`src/rtl/global_load_sequencer_if.sv`:
```
// global_load_sequencer_if: scheduler, instruction-fetch and global-register-write signals
//   step/step_ready/step_done/halted/pc      scheduler handshake and status
//   mem_read_req/addr/valid/data             instruction memory fetch
//   glob_reg_write_en/addr/data              global register file write port
//   slave modport is the sequencer side; master modport is the environment side.
interface global_load_sequencer_if #(
    parameter int DATA_WIDTH  = 16,
    parameter int ADDR_WIDTH  = 8,
    parameter int INSTR_WIDTH = 24
);
    logic                   step;
    logic                   step_ready;
    logic                   step_done;
    logic                   halted;
    logic [ADDR_WIDTH-1:0]  pc;
    logic                   mem_read_req;
    logic [ADDR_WIDTH-1:0]  mem_read_addr;
    logic                   mem_read_valid;
    logic [INSTR_WIDTH-1:0] mem_read_data;
    logic                   glob_reg_write_en;
    logic [3:0]             glob_reg_write_addr;
    logic [DATA_WIDTH-1:0]  glob_reg_write_data;

    modport slave (
        input  step, mem_read_valid, mem_read_data,
        output step_ready, step_done, halted, pc, mem_read_req, mem_read_addr,
               glob_reg_write_en, glob_reg_write_addr, glob_reg_write_data
    );

    modport master (
        output step, mem_read_valid, mem_read_data,
        input  step_ready, step_done, halted, pc, mem_read_req, mem_read_addr,
               glob_reg_write_en, glob_reg_write_addr, glob_reg_write_data
    );
endinterface

```
`src/rtl/global_load_sequencer.sv`:
```
// global_load_sequencer: fetches one instruction per step, turns LDI into a global register write
//   clk    clock
//   reset  synchronous active-high reset
//   bus    slave side of global_load_sequencer_if (scheduler, fetch and write ports)
module global_load_sequencer #(
    parameter int DATA_WIDTH  = 16,
    parameter int ADDR_WIDTH  = 8,
    parameter int INSTR_WIDTH = 24
) (
    input logic                   clk,
    input logic                   reset,
    global_load_sequencer_if.slave bus
);
    typedef enum logic [2:0] {ST_IDLE, ST_FETCH, ST_WAIT, ST_EXEC, ST_HALTED} state_t;

    localparam logic [3:0] OP_LDI  = 4'h1;
    localparam logic [3:0] OP_HALT = 4'hF;

    state_t                 state, state_next;
    logic [ADDR_WIDTH-1:0]  pc, pc_next;
    logic [INSTR_WIDTH-1:0] instr;
    logic [3:0]             opcode;

    assign opcode = instr[23:20];

    always_ff @(posedge clk) begin
        if (reset) begin
            state <= ST_IDLE;
            pc    <= '0;
            instr <= '0;
        end else begin
            state <= state_next;
            pc    <= pc_next;
            if (state == ST_WAIT && bus.mem_read_valid)
                instr <= bus.mem_read_data;
        end
    end

    // pc wraps naturally at 2^ADDR_WIDTH; HALT leaves it pointing at the HALT itself
    always_comb begin
        state_next = state;
        pc_next    = pc;
        case (state)
            ST_IDLE:   state_next = bus.step ? ST_FETCH : ST_IDLE;
            ST_FETCH:  state_next = ST_WAIT;
            ST_WAIT:   state_next = bus.mem_read_valid ? ST_EXEC : ST_WAIT;
            ST_EXEC: begin
                state_next = (opcode == OP_HALT) ? ST_HALTED : ST_IDLE;
                pc_next    = (opcode == OP_HALT) ? pc : pc + 1'b1;
            end
            default:   state_next = ST_HALTED;
        endcase
    end

    // every output comes from registered state/instr only
    assign bus.step_ready          = state == ST_IDLE;
    assign bus.mem_read_req        = state == ST_FETCH;
    assign bus.step_done           = state == ST_EXEC;
    assign bus.halted              = state == ST_HALTED;
    assign bus.pc                  = pc;
    assign bus.mem_read_addr       = pc;
    assign bus.glob_reg_write_en   = state == ST_EXEC && opcode == OP_LDI;
    assign bus.glob_reg_write_addr = instr[19:16];
    assign bus.glob_reg_write_data = instr[DATA_WIDTH-1:0];
endmodule

```
`src/flat_wrapper.sv`:
```
// flat-port wrapper written by rule: the top's interface ports become plain ports
module global_load_sequencer_flat 
#(
    parameter int DATA_WIDTH  = 16,
    parameter int ADDR_WIDTH  = 8,
    parameter int INSTR_WIDTH = 24
)
  (clk, reset, bus_step, bus_mem_read_valid, bus_mem_read_data, bus_step_ready, bus_step_done, bus_halted, bus_pc, bus_mem_read_req, bus_mem_read_addr, bus_glob_reg_write_en, bus_glob_reg_write_addr, bus_glob_reg_write_data);
  global_load_sequencer_if #(.DATA_WIDTH(DATA_WIDTH), .ADDR_WIDTH(ADDR_WIDTH), .INSTR_WIDTH(INSTR_WIDTH)) bus_i ();
  input logic clk;
  input logic reset;
  input wire logic [$bits(bus_i.step)-1:0] bus_step;
  input wire logic [$bits(bus_i.mem_read_valid)-1:0] bus_mem_read_valid;
  input wire logic [$bits(bus_i.mem_read_data)-1:0] bus_mem_read_data;
  output wire logic [$bits(bus_i.step_ready)-1:0] bus_step_ready;
  output wire logic [$bits(bus_i.step_done)-1:0] bus_step_done;
  output wire logic [$bits(bus_i.halted)-1:0] bus_halted;
  output wire logic [$bits(bus_i.pc)-1:0] bus_pc;
  output wire logic [$bits(bus_i.mem_read_req)-1:0] bus_mem_read_req;
  output wire logic [$bits(bus_i.mem_read_addr)-1:0] bus_mem_read_addr;
  output wire logic [$bits(bus_i.glob_reg_write_en)-1:0] bus_glob_reg_write_en;
  output wire logic [$bits(bus_i.glob_reg_write_addr)-1:0] bus_glob_reg_write_addr;
  output wire logic [$bits(bus_i.glob_reg_write_data)-1:0] bus_glob_reg_write_data;
  assign bus_i.step = bus_step;
  assign bus_i.mem_read_valid = bus_mem_read_valid;
  assign bus_i.mem_read_data = bus_mem_read_data;
  assign bus_step_ready = bus_i.step_ready;
  assign bus_step_done = bus_i.step_done;
  assign bus_halted = bus_i.halted;
  assign bus_pc = bus_i.pc;
  assign bus_mem_read_req = bus_i.mem_read_req;
  assign bus_mem_read_addr = bus_i.mem_read_addr;
  assign bus_glob_reg_write_en = bus_i.glob_reg_write_en;
  assign bus_glob_reg_write_addr = bus_i.glob_reg_write_addr;
  assign bus_glob_reg_write_data = bus_i.glob_reg_write_data;
  global_load_sequencer #(.DATA_WIDTH(DATA_WIDTH), .ADDR_WIDTH(ADDR_WIDTH), .INSTR_WIDTH(INSTR_WIDTH)) u_core (.clk(clk), .reset(reset), .bus(bus_i));
endmodule
```
`config.mk`:
```
export PLATFORM = sky130hd
export DESIGN_NAME = global_load_sequencer_flat
export DESIGN_NICKNAME = d
export VERILOG_FILES = /design/src/rtl/global_load_sequencer_if.sv /design/src/rtl/global_load_sequencer.sv /design/src/flat_wrapper.sv
export SDC_FILE = /design/constraint.sdc
export NUM_CORES = 1
export LEC_CHECK = 0
export CAP_MARGIN = 20
export CORE_ASPECT_RATIO = 0.6
export CORE_UTILIZATION = 38
export DETAILED_ROUTE_END_ITERATION = 8
export PLACE_DENSITY_LB_ADDON = 0.05
export SLEW_MARGIN = 10
export SYNTH_ARGS = -nofsm -noshare
export SYNTH_HDL_FRONTEND = slang
export SYNTH_SLANG_ARGS = --single-unit
```
`constraint.sdc`:
```
create_clock -name clk -period 1.5 [get_ports clk]
set_input_delay 0.375 -clock clk [delete_from_list [all_inputs] [get_ports clk]]
set_output_delay 0.375 -clock clk [all_outputs]
set_load 0.005 [all_outputs]
```
==> flow_summary_export.csv, run 1 <==
group,metric,value,unit
run_status,outcome,"finished, violations left",
run_status,violations,"negative setup slack",
worst_setup_path,required,1.67,ns
floorplan,start_util,39.9,%
worst_setup_path,reg2regPathDepth,5,
sta,setup_ws,-0.0144,ns
clock_network,htree_levels,2,
worst_setup_path,regToRegSetupSlack,-0.01,ns
floorplan,core,0.00414,mm^2
routing,drt_iter0_markers,47,
worst_setup_path,cp_slowest_cell,"mux2_4",
pwr,p_int,1470,uW
finish,final_core_util,63.0,%
clock_network,path_clk_slew,0.06,ns
logic_synthesis,synthDistinctLibCells,30,
logic_synthesis,syn_area_per_cell,8.32,um^2
place,io_buffer_count,68,
place,gp_congestion,0.736,
logic_synthesis,synth_seq_cells,35,
logic_synthesis,synth_top_area_share,42.3,%
worst_setup_path,cp_num_buf_inv,2,
sta,skew,0.00239,ns
place,postPlaceCellArea,0.00231,mm^2
pwr,switching_share,23.8,%
clock_network,cts_tree,"done",
floorplan,dieArea,0.00463,mm^2
logic_synthesis,ys_seq_area_share,42.3,%
floorplan,rows,18,
logic_synthesis,syn_inst,199,
place,dp_hpwl,2.75,mm
min_path,min-delay-start,"u_core.instr[14]",
finish,syn2layout_area_growth,57.7,%
sta,max_freq,660,MHz
sta,rsz0062_at_grt,"yes",
finish,post-route-cell-area,0.00261,mm^2
worst_setup_path,path_common_cell,"buf_8",
global_route,grt_pass1_vias,1262,
pwr,combPwrFrac,16.2,%
routing,wire_per_inst,12.9,um
clock_network,cts_buffers,5,
sta,setup_viol_count_final,1,
pwr,power_frac_seq,51.0,%
worst_setup_path,crit_cells,5,
logic_synthesis,syn_nets,228,
pwr,p_leak,0.00134,uW
logic_synthesis,synth-edff-count,0,
logic_synthesis,synth_area_leaders,"dfxtp_1, buf_4, nand2_1",
logic_synthesis,synth_top_flop_cell,"dfxtp_1",
logic_synthesis,async_reset_ff_share,0,%
routing,vias,1498,
pwr,p_sw,459,uW
global_route,antenna_found_initial,0,
finish,num_antenna_cells,0,
clock_network,cts_num_sinks,35,
global_route,grt_max_degree,25,
run,drv_cap,0,
worst_setup_path,critPathMaxFanout,9,
routing,drt_first_pass_iters,4,
worst_setup_path,worst_ep_arrival_time,1.68,ns
pwr,powerDensity,739,mW/mm^2
floorplan,ios,69,
sta,tightest_slew,0.329,ns
worst_setup_path,timing.rr.start,"u_core.state[2]",
sta,finalCritPeriodShare,101,%
min_path,whs_endpoint,"u_core.instr[14]",
pwr,peakVddDrop,0.519,mV
worst_setup_path,reg2reg_to,"u_core.bus.mem_read_addr[5]",
worst_setup_path,critPathLaunchType,"flip-flop",
sta,slew_violations,0,
routing,drt_wl_total,4.20,mm
global_route,overflow,0,
min_path,min_path_cells,2,
worst_setup_path,critPathKind,"flip-flop to flip-flop",
finish,final_nets,293,
worst_setup_path,critPathTopFamily,"simple AND/OR/NAND/NOR gates",
logic_synthesis,synth_top_cell_by_area,"dfxtp_1",
sta,finalHoldViolCount,0,
worst_setup_path,crit_chain,"nand3b_4, buf_8, buf_8, nor4_4, mux2_4",
routing,via_per_inst,4.61,
finish,layout-drive-gt1-share,30.6,%
logic_synthesis,syn_area,0.00166,mm^2
sta,min_period,1.51,ns
global_route,grt_pass1_wl,6.38,mm
min_path,holdCritPathClass,"flip-flop to flip-flop",
sta,maxSlewHeadroom,78.0,%
routing,drc,0,
sta,tns,-0.0144,ns
routing,ant_nets,0,
floorplan,die_w,87.2,um
logic_synthesis,ys_warn_count,0,
worst_setup_path,cpPeakStageDelay,0.33,ns
worst_setup_path,endpoint_kind,"flip-flop",
clock_network,insertion_delay,0.28,ns
global_route,grt_use_total,19.3,%
clock_network,cts-root-buf,"clkbuf_8",
clock_network,cts.path.max_buffers,2,
pwr,clockPowerShare,32.8,%
floorplan,dieHeight,53.1,um
-- kinds of logic (layout without fill, tap and decap cells) --
kind of cell / after synthesis / after routing / synth area share, %
compound gates: 36 / 36 / 11.3
xor+xnor: 1 / 1 / 0.529
fa+ha+maj: 1 / 1 / 0.756
buf+inv: 44 / 110 / 17.7
flops: 35 / 35 / 42.3
mux: 3 / 3 / 2.04
simple gates: 79 / 79 / 25.3
-- layout by cell type, fill, tap and decap left out, types with 6 or more instances in the layout --
cell type and n:
buf_6 6, dfxtp_1 17, a21oi_1 27, nand2_1 48
buf_4 22, dlygate4sd2_1 19, clkdlybuf4s50_1 27, dlymetal6s2s_1 16
dfxtp_2 14
-- worst reg2reg max path: cells and delay by family, from the launching register on --
family,cells,cell delay (ns)
AND/OR/NAND/NOR,2,0.48
multiplexers,1,0.33
flip-flops,1,0.32
buffers and inverters,2,0.27
-- power by group through the flow --
stage | logic [uW] | registers (uW) | clock network (uW)
2_1_floorplan | 135 | 1010 | 0
3_3_place_gp | 301 | 1000 | 0
3_5_place_dp | 306 | 1010 | 0
4_1_cts | 308 | 982 | 666
5_1_grt | 340 | 988 | 725
6_report | 312 | 984 | 633
-- state kept, by name (all words and copies together) (netlist names) --
register,flops
u_core.instr,24
u_core.bus.mem_read_addr,8
u_core.state,3
-- synth_stat cells, drive strengths merged (2+ instances only) --
master	instances
mux2	3
a21oi	31
nor3b	2
or4	3
dfxtp	35
nand4	2
o31ai	3
nor3	3
nor2	4
nand3b	2
clkbuf	4
buf	37
nand2	48
inv	3
o21ai	2
nor2b	3
nand3	3
nor4	4
-- what timing repair did --
action | in CTS | in global routing
hold endpoints to repair | 0 | 0
gates resized for setup | 73 | 35
hold buffers | 0 | 0
setup endpoints to repair | 35 | 42
cloned | 0 | 0
pin swaps | 3 | 7
buffers inserted | 11 | 3
-- layer usage --
metal | vias to the layer above | track usage [%] | routed length (um)
met5 | - | 0 | 0
met2 | 48 | 26.8 | 1830
met3 | 6 | 9.05 | 308
met4 | 0 | 7.38 | 49
li1 | 768 | - | -
met1 | 676 | 25.6 | 2010
-- cell type report --
cell class | count | area [um^2]
inverter | 3 | 11.3
clock buffer | 7 | 76.3
fill | 375 | 1530
tap | 60 | 75.1
sequential | 35 | 733
clock inverter | 1 | 5.00
timing repair buffer | 99 | 955
multi-input combinational | 120 | 756
-- worst max-delay path by stage --
stage | start | end | slack (ns)
2_1_floorplan | u_core.state[2] | u_core.bus.mem_read_addr[5] | 0.08
3_3_place_gp | bus_mem_read_valid | u_core.instr[21] | -0.18
3_5_place_dp | bus_mem_read_valid | u_core.instr[15] | -0.22
4_1_cts | u_core.state[0] | bus_halted | -0.06
5_1_grt | u_core.state[2] | u_core.bus.mem_read_addr[5] | -0.06
6_report | u_core.state[2] | u_core.bus.mem_read_addr[5] | -0.01
-- through the flow --
| stage | power [uW] | instances | hold slack, ns | setup slack, ns |
|---|---|---|---|---|
| 3_3_place_gp | 1300 | 307 | 0.442 | -0.176 |
| 5_1_grt | 2050 | 325 | 0.468 | -0.0626 |
| 6_report | 1930 | 325 | 0.449 | -0.0144 |
| 3_5_place_dp | 1310 | 307 | 0.448 | -0.219 |
| 2_1_floorplan | 1140 | 199 | 0.437 | 0.0817 |
| 4_1_cts | 1960 | 325 | 0.455 | -0.0587 |
(Power assumes the default switching activity.)
==> run 2, diff against run 1 <==
- CORE_UTILIZATION: 38 -> 46
- clock period: 1.5 -> 1.8 ns (I/O delays scaled with it)
==> run 2 against run 1 <==
The flow now finishes without violations. Via count is 2.9% lower. Flip-flop and latch count stayed put. Count of clock-buffer cells in the layout stayed put. Clock skew is 0.0013 ns higher. First-iteration DRC count is 4.3% higher. Utilization is 6.5 points higher. Clock power is 16% lower. Routed wire length is 16% lower. Sequential share of layout area is 2.3 points higher. Cell area is 11% lower.
==> flow_summary_export.csv, run 2 (synthesized netlist as in run 1, its figures left out) <==
group,metric,value,unit
sta,min_period,1.73,ns
worst_setup_path,reg2reg_to,"u_core.bus.mem_read_addr[7]",
sta,finalCritPeriodShare,96.2,%
finish,final_core_util,69.5,%
sta,rsz0062_at_grt,"no",
sta,maxSlewHeadroom,70.6,%
floorplan,rows,16,
finish,num_antenna_cells,0,
sta,finalHoldViolCount,0,
routing,drc,0,
routing,drt_wl_total,3.54,mm
clock_network,cts-root-buf,"clkbuf_8",
clock_network,htree_levels,2,
global_route,grt_use_total,19.7,%
finish,layout_commonest_cell,"clkdlybuf4s50_1",
routing,drt_first_pass_iters,4,
place,gp_congestion,0.717,
routing,drt_iter0_markers,49,
clock_network,cts_tree,"done",
floorplan,ios,69,
routing,vias,1454,
sta,setup_viol_count_final,0,
clock_network,cts_num_sinks,35,
min_path,whs_endpoint,"u_core.instr[5]",
place,io_buffer_count,68,
clock_network,path_clk_slew,0.07,ns
pwr,p_leak,0.000821,uW
sta,tns,0,ns
global_route,grt_pass1_wl,5.83,mm
worst_setup_path,critPathMaxFanout,6,
worst_setup_path,cp_slowest_cell,"clkdlybuf4s50_1",
worst_setup_path,regToRegSetupSlack,0.20,ns
worst_setup_path,endpoint_kind,"primary output",
min_path,min_path_cells,2,
clock_network,cts.path.max_buffers,2,
global_route,overflow,0,
place,dp_hpwl,2.57,mm
run_status,outcome,"complete, no violations",
worst_setup_path,critPathKind,"flip-flop to primary output",
worst_setup_path,critPathLaunchType,"flip-flop",
sta,tightest_slew,0.438,ns
clock_network,cts_setup_buffers,0,
finish,most-common-layout-cells,"clkdlybuf4s50_1, nand2_1, a21oi_1, dfxtp_1",
finish,layout-drive-gt1-share,11.5,%
finish,regMostFlops,"u_core.instr",
routing,via_per_inst,5.05,
sta,slew_violations,0,
floorplan,dieHeight,48.5,um
min_path,min-delay-start,"u_core.instr[5]",
floorplan,core,0.00334,mm^2
worst_setup_path,timing.rr.start,"u_core.bus.mem_read_addr[2]",
routing,wire_per_inst,12.3,um
worst_setup_path,reg2regPathDepth,3,
finish,final_nets,271,
clock_network,cts_buffers,5,
finish,largest_reg_flops,24,
worst_setup_path,crit_chain,"clkdlybuf4s50_1",
sta,skew,0.00373,ns
worst_setup_path,required,1.35,ns
pwr,powerDensity,686,mW/mm^2
finish,syn2layout_area_growth,40.4,%
floorplan,start_util,49.5,%
worst_setup_path,critPathTopFamily,"buffers and inverters",
pwr,peakVddDrop,0.449,mV
min_path,holdCritPathClass,"flip-flop to flip-flop",
global_route,antenna_found_initial,0,
routing,ant_nets,0,
sta,max_freq,577,MHz
floorplan,die_w,79.4,um
clock_network,insertion_delay,0.28,ns
run,drv_cap,0,
worst_setup_path,cp_num_buf_inv,1,
global_route,grt_max_degree,26,
floorplan,dieArea,0.00385,mm^2
worst_setup_path,worst_ep_arrival_time,1.28,ns
worst_setup_path,cpPeakStageDelay,0.56,ns
global_route,grt_pass1_vias,1295,
[run 2: changes by cell type in the layout (fill, tap and decap cells not counted), sizes merged]
cell and change:
clkdlybuf4s50 +36, dlymetal6s2s -16, dlygate4sd2 -15, buf -27
[run 2: worst max path at each step]
stage	startpoint	endpoint	slack (ns)	depth (start not counted)
after global routing	u_core.bus.mem_read_addr[2]	bus_pc[2]	0.009	1
after floorplan	u_core.state[2]	bus_glob_reg_write_en	0.34	4
after detailed placement	bus_mem_read_valid	u_core.instr[22]	0.003	5
after global placement	u_core.state[2]	bus_step_done	0.09	4
after CTS	u_core.bus.mem_read_addr[0]	bus_mem_read_addr[0]	0.02	1
final	u_core.bus.mem_read_addr[4]	bus_mem_read_addr[4]	0.07	1
[run 2: stage by stage]
step / instance area, um^2 / hold WS (ns) / setup WS [ns] / total power, uW / std cells
floorplan: 1660 / 0.437 / 0.341 / 951 / 199
global placement: 2220 / 0.441 / 0.0915 / 1070 / 280
detailed placement: 2220 / 0.446 / 0.00345 / 1080 / 280
CTS: 2310 / 0.455 / 0.0163 / 1610 / 288
global route: 2320 / 0.475 / 0.00859 / 1680 / 288
finish: 2320 / 0.454 / 0.0678 / 1590 / 288
[run 2: routing by layer]
metal	global-route usage, %	wire length [um]
met3	8.49	325
met1	24.6	1630
met4	5.45	46
met2	30.8	1540
met5	0	0
[run 2: where the power goes]
group	total, uW	switching (uW)	internal [uW]
Sequential	821	18.5	803
Clock	534	263	271
Combinational	239	94.4	144
Total	1590	376	1220
[run 2: tightest hold or removal path: stages (launching register included)]
cell     delay (ns)
dfxtp_1        0.31
nand2_1        0.05
a21oi_1        0.05
[run 2: area by class of cell]
class	count	area (um^2)
fillers	263	1020
well taps	45	56.3
multi-input cells	120	693
inverters	3	11.3
clock inverters	1	5.00
flip-flops and latches	35	706
repair buffers	77	776
clock buffers	7	76.3
[run 2: timing repair]
action / CTS / global route
gates resized for setup: 11 / 5
setup endpoints to repair: 5 / 5
hold buffers: 0 / 0
